## src/rtl/demux_1to2.sv

```systemverilog
// Registered 1-to-2 demultiplexer with per-channel valid strobes and transfer counters.
// One clock of latency; the unselected channel always reads zero.
module demux_1to2 #(
    parameter int unsigned WIDTH     = 8,
    parameter int unsigned CNT_WIDTH = 16
) (
    input  logic                 clk,
    input  logic                 rst_n,
    input  logic [WIDTH-1:0]     data,
    input  logic                 select,
    input  logic                 in_valid,
    output logic [WIDTH-1:0]     result0,
    output logic [WIDTH-1:0]     result1,
    output logic                 valid0,
    output logic                 valid1,
    output logic [CNT_WIDTH-1:0] count0,
    output logic [CNT_WIDTH-1:0] count1
);

    logic [WIDTH-1:0]     result0_d, result0_q;
    logic [WIDTH-1:0]     result1_d, result1_q;
    logic                 valid0_d, valid0_q;
    logic                 valid1_d, valid1_q;
    logic [CNT_WIDTH-1:0] count0_d, count0_q;
    logic [CNT_WIDTH-1:0] count1_d, count1_q;

    // Data and strobes are rebuilt every cycle; only the counters carry state.
    always_comb begin
        result0_d = '0;
        result1_d = '0;
        valid0_d  = 1'b0;
        valid1_d  = 1'b0;
        count0_d  = count0_q;
        count1_d  = count1_q;
        if (in_valid) begin
            if (select) begin
                result1_d = data;
                valid1_d  = 1'b1;
                count1_d  = count1_q + CNT_WIDTH'(1);
            end else begin
                result0_d = data;
                valid0_d  = 1'b1;
                count0_d  = count0_q + CNT_WIDTH'(1);
            end
        end
    end

    always_ff @(posedge clk) begin
        if (!rst_n) begin
            result0_q <= '0;
            result1_q <= '0;
            valid0_q  <= 1'b0;
            valid1_q  <= 1'b0;
            count0_q  <= '0;
            count1_q  <= '0;
        end else begin
            result0_q <= result0_d;
            result1_q <= result1_d;
            valid0_q  <= valid0_d;
            valid1_q  <= valid1_d;
            count0_q  <= count0_d;
            count1_q  <= count1_d;
        end
    end

    assign result0 = result0_q;
    assign result1 = result1_q;
    assign valid0  = valid0_q;
    assign valid1  = valid1_q;
    assign count0  = count0_q;
    assign count1  = count1_q;

endmodule

```

## config.mk

```make
export PLATFORM = sky130hd
export DESIGN_NAME = demux_1to2
export DESIGN_NICKNAME = d
export VERILOG_FILES = /design/src/rtl/demux_1to2.sv
export SDC_FILE = /design/constraint.sdc
export NUM_CORES = 1
export LEC_CHECK = 0
export ABC_AREA = 1
export BUFFER_PORTS_ARGS = -buffer_cell sky130_fd_sc_hd__buf_2
export CORE_ASPECT_RATIO = 0.7
export CORE_MARGIN = 4
export CORE_UTILIZATION = 54
export DETAILED_ROUTE_END_ITERATION = 7
export HOLD_SLACK_MARGIN = 0.1
export PLACE_DENSITY = 0.9
export SLEW_MARGIN = 20
export SYNTH_ARGS = -nofsm -noshare
export SYNTH_HDL_FRONTEND = slang
export SYNTH_SLANG_ARGS = --single-unit
```

## constraint.sdc

```tcl
create_clock -name clk -period 3.1 [get_ports clk]
set_clock_uncertainty 0.1 [all_clocks]
set_input_delay 0.155 -clock clk [delete_from_list [all_inputs] [get_ports clk]]
set_output_delay 0.155 -clock clk [all_outputs]
set_load 0.02 [all_outputs]
```

==> results.sh, run 1 <==
export IMPL_htreeDepth=2
export IMPL_drive_gt1_frac=0.202
export IMPL_finalWeightedCongestion=0.825
export IMPL_pwr_share_comb=0.069
export IMPL_detail_route_antenna_nets=0
export IMPL_hp_class="input port to register"
export IMPL_critical_path_class="input port to register"
export IMPL_wl_mm=4.78
export IMPL_overflow=0
export IMPL_wl_per_cell_um=11.5
export IMPL_power_switching_mw=0.262
export IMPL_outcome="completed"
export IMPL_synthFlopType="dfxtp_1"
export IMPL_io_pins=62
export IMPL_die_w_um=82.1
export IMPL_holdCritStartpoint="in_valid"
export IMPL_antenna_found_initial=0
export IMPL_post_route_util=0.725
export IMPL_internal_power_mw=0.860
export IMPL_path_clk_slew_ns=0.09
export IMPL_numCtsBuffers=5
export IMPL_synth_top_area_frac=0.482
export IMPL_worstPathRequired_ns=3.19
export IMPL_fin_nets=380
export IMPL_first_pass_iters=4
export IMPL_reg2reg_depth=7
export IMPL_area_delta_synth_final_pct=25.8
export IMPL_avgSynthCellArea_um2=7.14
export IMPL_first_iter_violations=82
export IMPL_p_sw_frac=0.234
export IMPL_die_area_mm2=0.00492
export IMPL_synth_cell_types=24
export IMPL_cts_root_buf="clkbuf_8"
export IMPL_synth_edf_count=0
export IMPL_grt_pass1_vias=1717
export IMPL_drc=0
export IMPL_cts_tree="done"
export IMPL_hpwlAfterDp_mm=3.35
export IMPL_hold_path_depth=3
export IMPL_p_per_area_mw_per_mm2=430
export IMPL_clock_sinks=50
export IMPL_p_seq_frac=0.586
export IMPL_r2r_end="count1[14]$_SDFFE_PN0P_"
export IMPL_maxCapViolations=0
export IMPL_rsz0062_at_grt="false"
export IMPL_n_antenna_cell=0
export IMPL_fin_crit_sh=0.491
export IMPL_worst_path_max_fanout=7
export IMPL_hold_viol=0
export IMPL_vias=2002
export IMPL_post_cts_buffers=0
export IMPL_worstSetupEndpointType="register"
export IMPL_clockBufferDepth=2
export IMPL_synth_seq_area_share=0.482
export IMPL_synth_cells=291
export IMPL_r2r_setup_slack_ns=1.60
export IMPL_synth_seq_cells=50
export IMPL_core_area_mm2=0.00360
export IMPL_arrival_ns=1.61
export IMPL_rr_startpoint="count1[1]$_SDFFE_PN0P_"
export IMPL_worst_slew_pin_slew_ns=0.431
export IMPL_grt_max_degree=27
export IMPL_hold_end="valid1$_SDFF_PN0_"
export IMPL_syn_area_mm2=0.00208
export IMPL_routed_via_density=4.80
export IMPL_port_buffers=61
export IMPL_start_kind="input port"
export IMPL_yosys_warnings=0
export IMPL_row_count=18
export IMPL_slew_headroom=0.712
export IMPL_fin_tns_setup_ns=0
export IMPL_leakage_nw=1.33
export IMPL_cts_resized=0
export IMPL_yosys_area_top_type="dfxtp_1"
export IMPL_fin_crit_ns=1.52
export IMPL_grtUsageTotal=0.202
export IMPL_clock_latency_ns=0.30
export IMPL_grt_pass1_wl_mm=7.59
export IMPL_die_y_um=59.9
export IMPL_peakVddDrop_v=0.000304
export IMPL_async_flop_share=0
export IMPL_setup_violations=0
export IMPL_yosys_top_cells_area="dfxtp_1 48%, nor2_1 11%, nand2_1 10%, inv_1 8.3%, nand3_1 3.9%"
export IMPL_synth_nets=305
export IMPL_p_clk_frac=0.345
export IMPL_start_util=0.576
export IMPL_max_freq_mhz=657
export IMPL_drv_slew=0
==> per-layer routing <==
metal | vias up | share of wire | GRT usage
met1 | 870 | 0.46 | 0.267
met3 | 10 | 0.071 | 0.0497
met2 | 66 | 0.45 | 0.314
met5 | - | 0 | 0
li1 | 1056 | - | -
met4 | 0 | 0.022 | 0.0877
==> timing repair <==
action	in CTS	in global routing
hold buffers	9	0
hold endpoints to repair	18	0
endpoints found under the setup margin	0	0
==> kinds of logic after synthesis <==
kind of cell,synth area share
AO/OA/AOI/OAI,0.0735
flip-flops,0.482
adder cells (fa/ha/maj),0.0120
XOR/XNOR,0.0169
buffers and inverters,0.0952
AND/OR/NAND/NOR,0.320
==> flip-flops by register name (all words and copies together), names as in the netlist <==
register  count
count0       16
count1       16
result0       8
result1       8
valid0        1
valid1        1
==> power by group through the flow <==
| stage | Combinational (mW) | Sequential [mW] | Clock (mW) |
|---|---|---|---|
| 3_5_place_dp | 0.0673 | 0.673 | 0 |
| 4_1_cts | 0.0763 | 0.658 | 0.396 |
| 6_report | 0.0776 | 0.658 | 0.387 |
| 3_3_place_gp | 0.0664 | 0.673 | 0 |
| 5_1_grt | 0.0858 | 0.660 | 0.418 |
| 2_1_floorplan | 0.0286 | 0.687 | 0 |
==> metrics by stage <==
step           instance area (µm²)  hold WS, ns  instances  power [mW]  setup slack, ns
2_1_floorplan                 2080        0.190        291       0.715             1.60
3_3_place_gp                  2430        0.286        400       0.739             1.57
3_5_place_dp                  2430        0.291        400       0.741             1.56
4_1_cts                       2610        0.128        417        1.13             1.57
5_1_grt                       2610        0.146        417        1.16             1.44
6_report                      2610        0.142        417        1.12             1.58
==> worst max-delay path by stage <==
stage | slack, ns | depth (start not counted) | endpoint | from
2_1_floorplan | 1.60 | 6 | count1[12]$_SDFFE_PN0P_ | count1[1]$_SDFFE_PN0P_
3_3_place_gp | 1.57 | 5 | result0[6]$_SDFF_PP0_ | rst_n
3_5_place_dp | 1.56 | 5 | result1[4]$_SDFF_PN0_ | rst_n
4_1_cts | 1.57 | 8 | count0[7]$_SDFFE_PN0P_ | select
5_1_grt | 1.44 | 8 | count0[7]$_SDFFE_PN0P_ | select
6_report | 1.58 | 8 | count0[7]$_SDFFE_PN0P_ | select
==> cell type report <==
class / count / area [µm²]
repair buffers: 70 / 395
well taps: 50 / 62.6
fillers: 281 / 991
clock inverters: 2 / 12.5
flip-flops and latches: 50 / 1000
inverters: 48 / 180
multi-input cells: 191 / 878
clock buffers: 6 / 82.6
==> cell usage after synthesis, drive strengths merged (2+ instances only) <==
| cell | count |
|---|---|
| nand3 | 16 |
| inv | 47 |
| nand2 | 59 |
| a31oi | 2 |
| nand4 | 8 |
| nor3 | 5 |
| clkbuf | 2 |
| xor2 | 4 |
| nor2 | 65 |
| dfxtp | 50 |
| a21oi | 13 |
| ha | 2 |
| o21ai | 12 |
==> worst max-delay path, cell delays in order <==
cell,delay (ns)
dlygate4sd3_1,0.53
buf_2,0.15
inv_1,0.10
nand2_1,0.16
inv_1,0.22
nand2_1,0.10
xor2_1,0.15
nor2_1,0.05
==> layout by cell type, fill, tap and decap left out, types with 2 or more instances in the layout <==
master         Yosys  layout
dlygate4sd3_1      0       9
ha_1               2       2
nand2_1           58      58
inv_1             46      46
nor2_1            63      63
nor2_2             2       2
dfxtp_1           50      50
nand4_1            8       8
o21ai_0           12      12
a31oi_1            2       2
a21oi_1           13      13
buf_2              0      61
clkbuf_8           1       6
nor3_1             4       4
nand3_1           16      16
xor2_1             4       4
Power figures use the tool's default switching activity.
==> run 2: changes to the inputs <==
CORE_UTILIZATION = 50   (was 54)
PLACE_DENSITY = 0.85   (was 0.9)
clock period = 1.4 ns   (was 3.1 ns; I/O delays follow)
==> results.sh, run 2 (synthesis gave the netlist of run 1 again) <==
export IMPL_p_per_area_mw_per_mm2=908
export IMPL_clock_latency_ns=0.31
export IMPL_rr_startpoint="count1[0]$_SDFFE_PN0P_"
export IMPL_cts_root_buf="clkbuf_8"
export IMPL_die_area_mm2=0.00527
export IMPL_die_w_um=85.0
export IMPL_holdWs_ns=0.0908
export IMPL_port_buffers=61
export IMPL_final_common_cell="buf_2"
export IMPL_cts_tree="done"
export IMPL_r2r_setup_slack_ns=-0.05
export IMPL_hold_end="count1[0]$_SDFFE_PN0P_"
export IMPL_die_y_um=61.9
export IMPL_worstSetupEndpointType="register"
export IMPL_grt_pass1_vias=1899
export IMPL_setup_violations=3
export IMPL_drv_slew=0
export IMPL_hp_class="input port to register"
export IMPL_final_cells=434
export IMPL_start_util=0.523
export IMPL_antenna_found_initial=0
export IMPL_worst_path_max_fanout=6
export IMPL_routed_via_density=5.03
export IMPL_area_delta_synth_final_pct=37.8
export IMPL_grt_max_degree=26
export IMPL_slowest_stage="dfxtp_2"
export IMPL_clock_sinks=50
export IMPL_first_pass_iters=4
export IMPL_n_antenna_cell=0
export IMPL_row_count=19
export IMPL_finalWeightedCongestion=0.818
export IMPL_start_kind="register"
export IMPL_maxCapViolations=0
export IMPL_wl_per_cell_um=12.9
export IMPL_leakage_nw=1.42
export IMPL_hold_path_depth=4
export IMPL_detail_route_antenna_nets=0
export IMPL_max_freq_mhz=691
export IMPL_fin_crit_sh=1.03
export IMPL_drc=0
export IMPL_core_area_mm2=0.00397
export IMPL_fin_tns_setup_ns=-0.118
export IMPL_max_stage_delay_ns=0.36
export IMPL_final_cell_mix="61 x buf_2, 58 x nor2_1, 54 x nand2_1, 45 x inv_1, 38 x dfxtp_1"
export IMPL_numCtsBuffers=5
export IMPL_post_route_util=0.721
export IMPL_htreeDepth=2
export IMPL_hold_viol=0
export IMPL_path_common_cell="nand2_1"
export IMPL_drive_gt1_frac=0.306
export IMPL_hpwlAfterDp_mm=3.63
export IMPL_vias=2182
export IMPL_fin_crit_ns=1.45
export IMPL_holdCritStartpoint="select"
export IMPL_grt_pass1_wl_mm=8.23
export IMPL_timing_final_ws_setup_ns=-0.0462
export IMPL_crit_start="count1[0]$_SDFFE_PN0P_"
export IMPL_first_iter_violations=140
export IMPL_rsz0062_at_grt="true"
export IMPL_io_pins=62
export IMPL_path_cells="ha_4 > nand3_4 > nor3_4 > nand3_2 > nand2_1 > nand2_1 > nor2_1"
export IMPL_violations="setup timing"
export IMPL_clockBufferDepth=2
export IMPL_fin_nets=395
export IMPL_arrival_ns=1.59
export IMPL_path_clk_slew_ns=0.10
export IMPL_grtUsageTotal=0.199
export IMPL_dp_cells=410
export IMPL_peakVddDrop_v=0.000630
export IMPL_worstPathRequired_ns=1.55
export IMPL_critical_path_class="register to register"
export IMPL_wl_mm=5.59
export IMPL_outcome="finished with violations"
export IMPL_overflow=0
export IMPL_slew_headroom=0.791
export IMPL_reg2reg_depth=7
export IMPL_r2r_end="count1[14]$_SDFFE_PN0P_"
export IMPL_worst_slew_pin_slew_ns=0.313
## run 2: cell count changes in the layout (fill, tap and decap cells not counted), sizes merged
cell	previous run	this run
buf	61	75
dlygate4sd3	9	10
clkinv	2	1
clkbuf	6	7
## run 2: worst max path at each step
stage,end,slack [ns]
3_3_place_gp,count0[14]$_SDFFE_PN0P_,0.06
5_1_grt,count1[14]$_SDFFE_PN0P_,-0.13
3_5_place_dp,count1[14]$_SDFFE_PN0P_,0.003
6_report,count1[14]$_SDFFE_PN0P_,-0.05
4_1_cts,count1[14]$_SDFFE_PN0P_,0.002
2_1_floorplan,count1[12]$_SDFFE_PN0P_,0.007
## run 2: per-layer routing
layer	global-route usage	vias to the layer above	routed length [µm]
met5	0	-	0
met4	0.0767	0	134
met3	0.0461	16	342
met2	0.350	85	2710
met1	0.244	996	2400
li1	-	1085	-
## run 2: metrics by stage
stage	area, µm²	setup slack, ns	total power [mW]
finish	2860	-0.0462	2.60
global route	2860	-0.125	2.68
floorplan	2080	0.00720	1.59
CTS	2710	0.00177	2.59
detailed placement	2490	0.00348	1.65
global placement	2490	0.0617	1.65
## run 2: final cells by class
| type | instances | area (µm²) |
|---|---|---|
| timing repair buffer | 85 | 510 |
| clock inverter | 1 | 8.76 |
| fill | 305 | 1110 |
| multi-input combinational | 191 | 978 |
| sequential | 50 | 1020 |
| tap | 52 | 65.1 |
| clock buffer | 7 | 96.3 |
| inverter | 48 | 184 |
## run 2: what timing repair did
item	CTS	global route
pin swaps	1	10
hold endpoints to repair	26	0
resized for setup	4	30
setup endpoints to repair	5	22
setup buffers	0	6
gates cloned	0	0
hold buffers	10	0
## run 2: where the power goes
part / leakage, nW / internal, mW / switching, mW
logic: 0.954 / 0.0823 / 0.123
registers: 0.411 / 1.44 / 0.0146
clock network: 0.0544 / 0.453 / 0.480
total: 1.42 / 1.98 / 0.617
## run 2: worst max-delay path, delay by kind of cell (launching register included)
kind                       cells  cell delay [ns]
DFF                            1             0.36
adders and majority gates      1             0.16
and+or+nand+nor                6             0.77
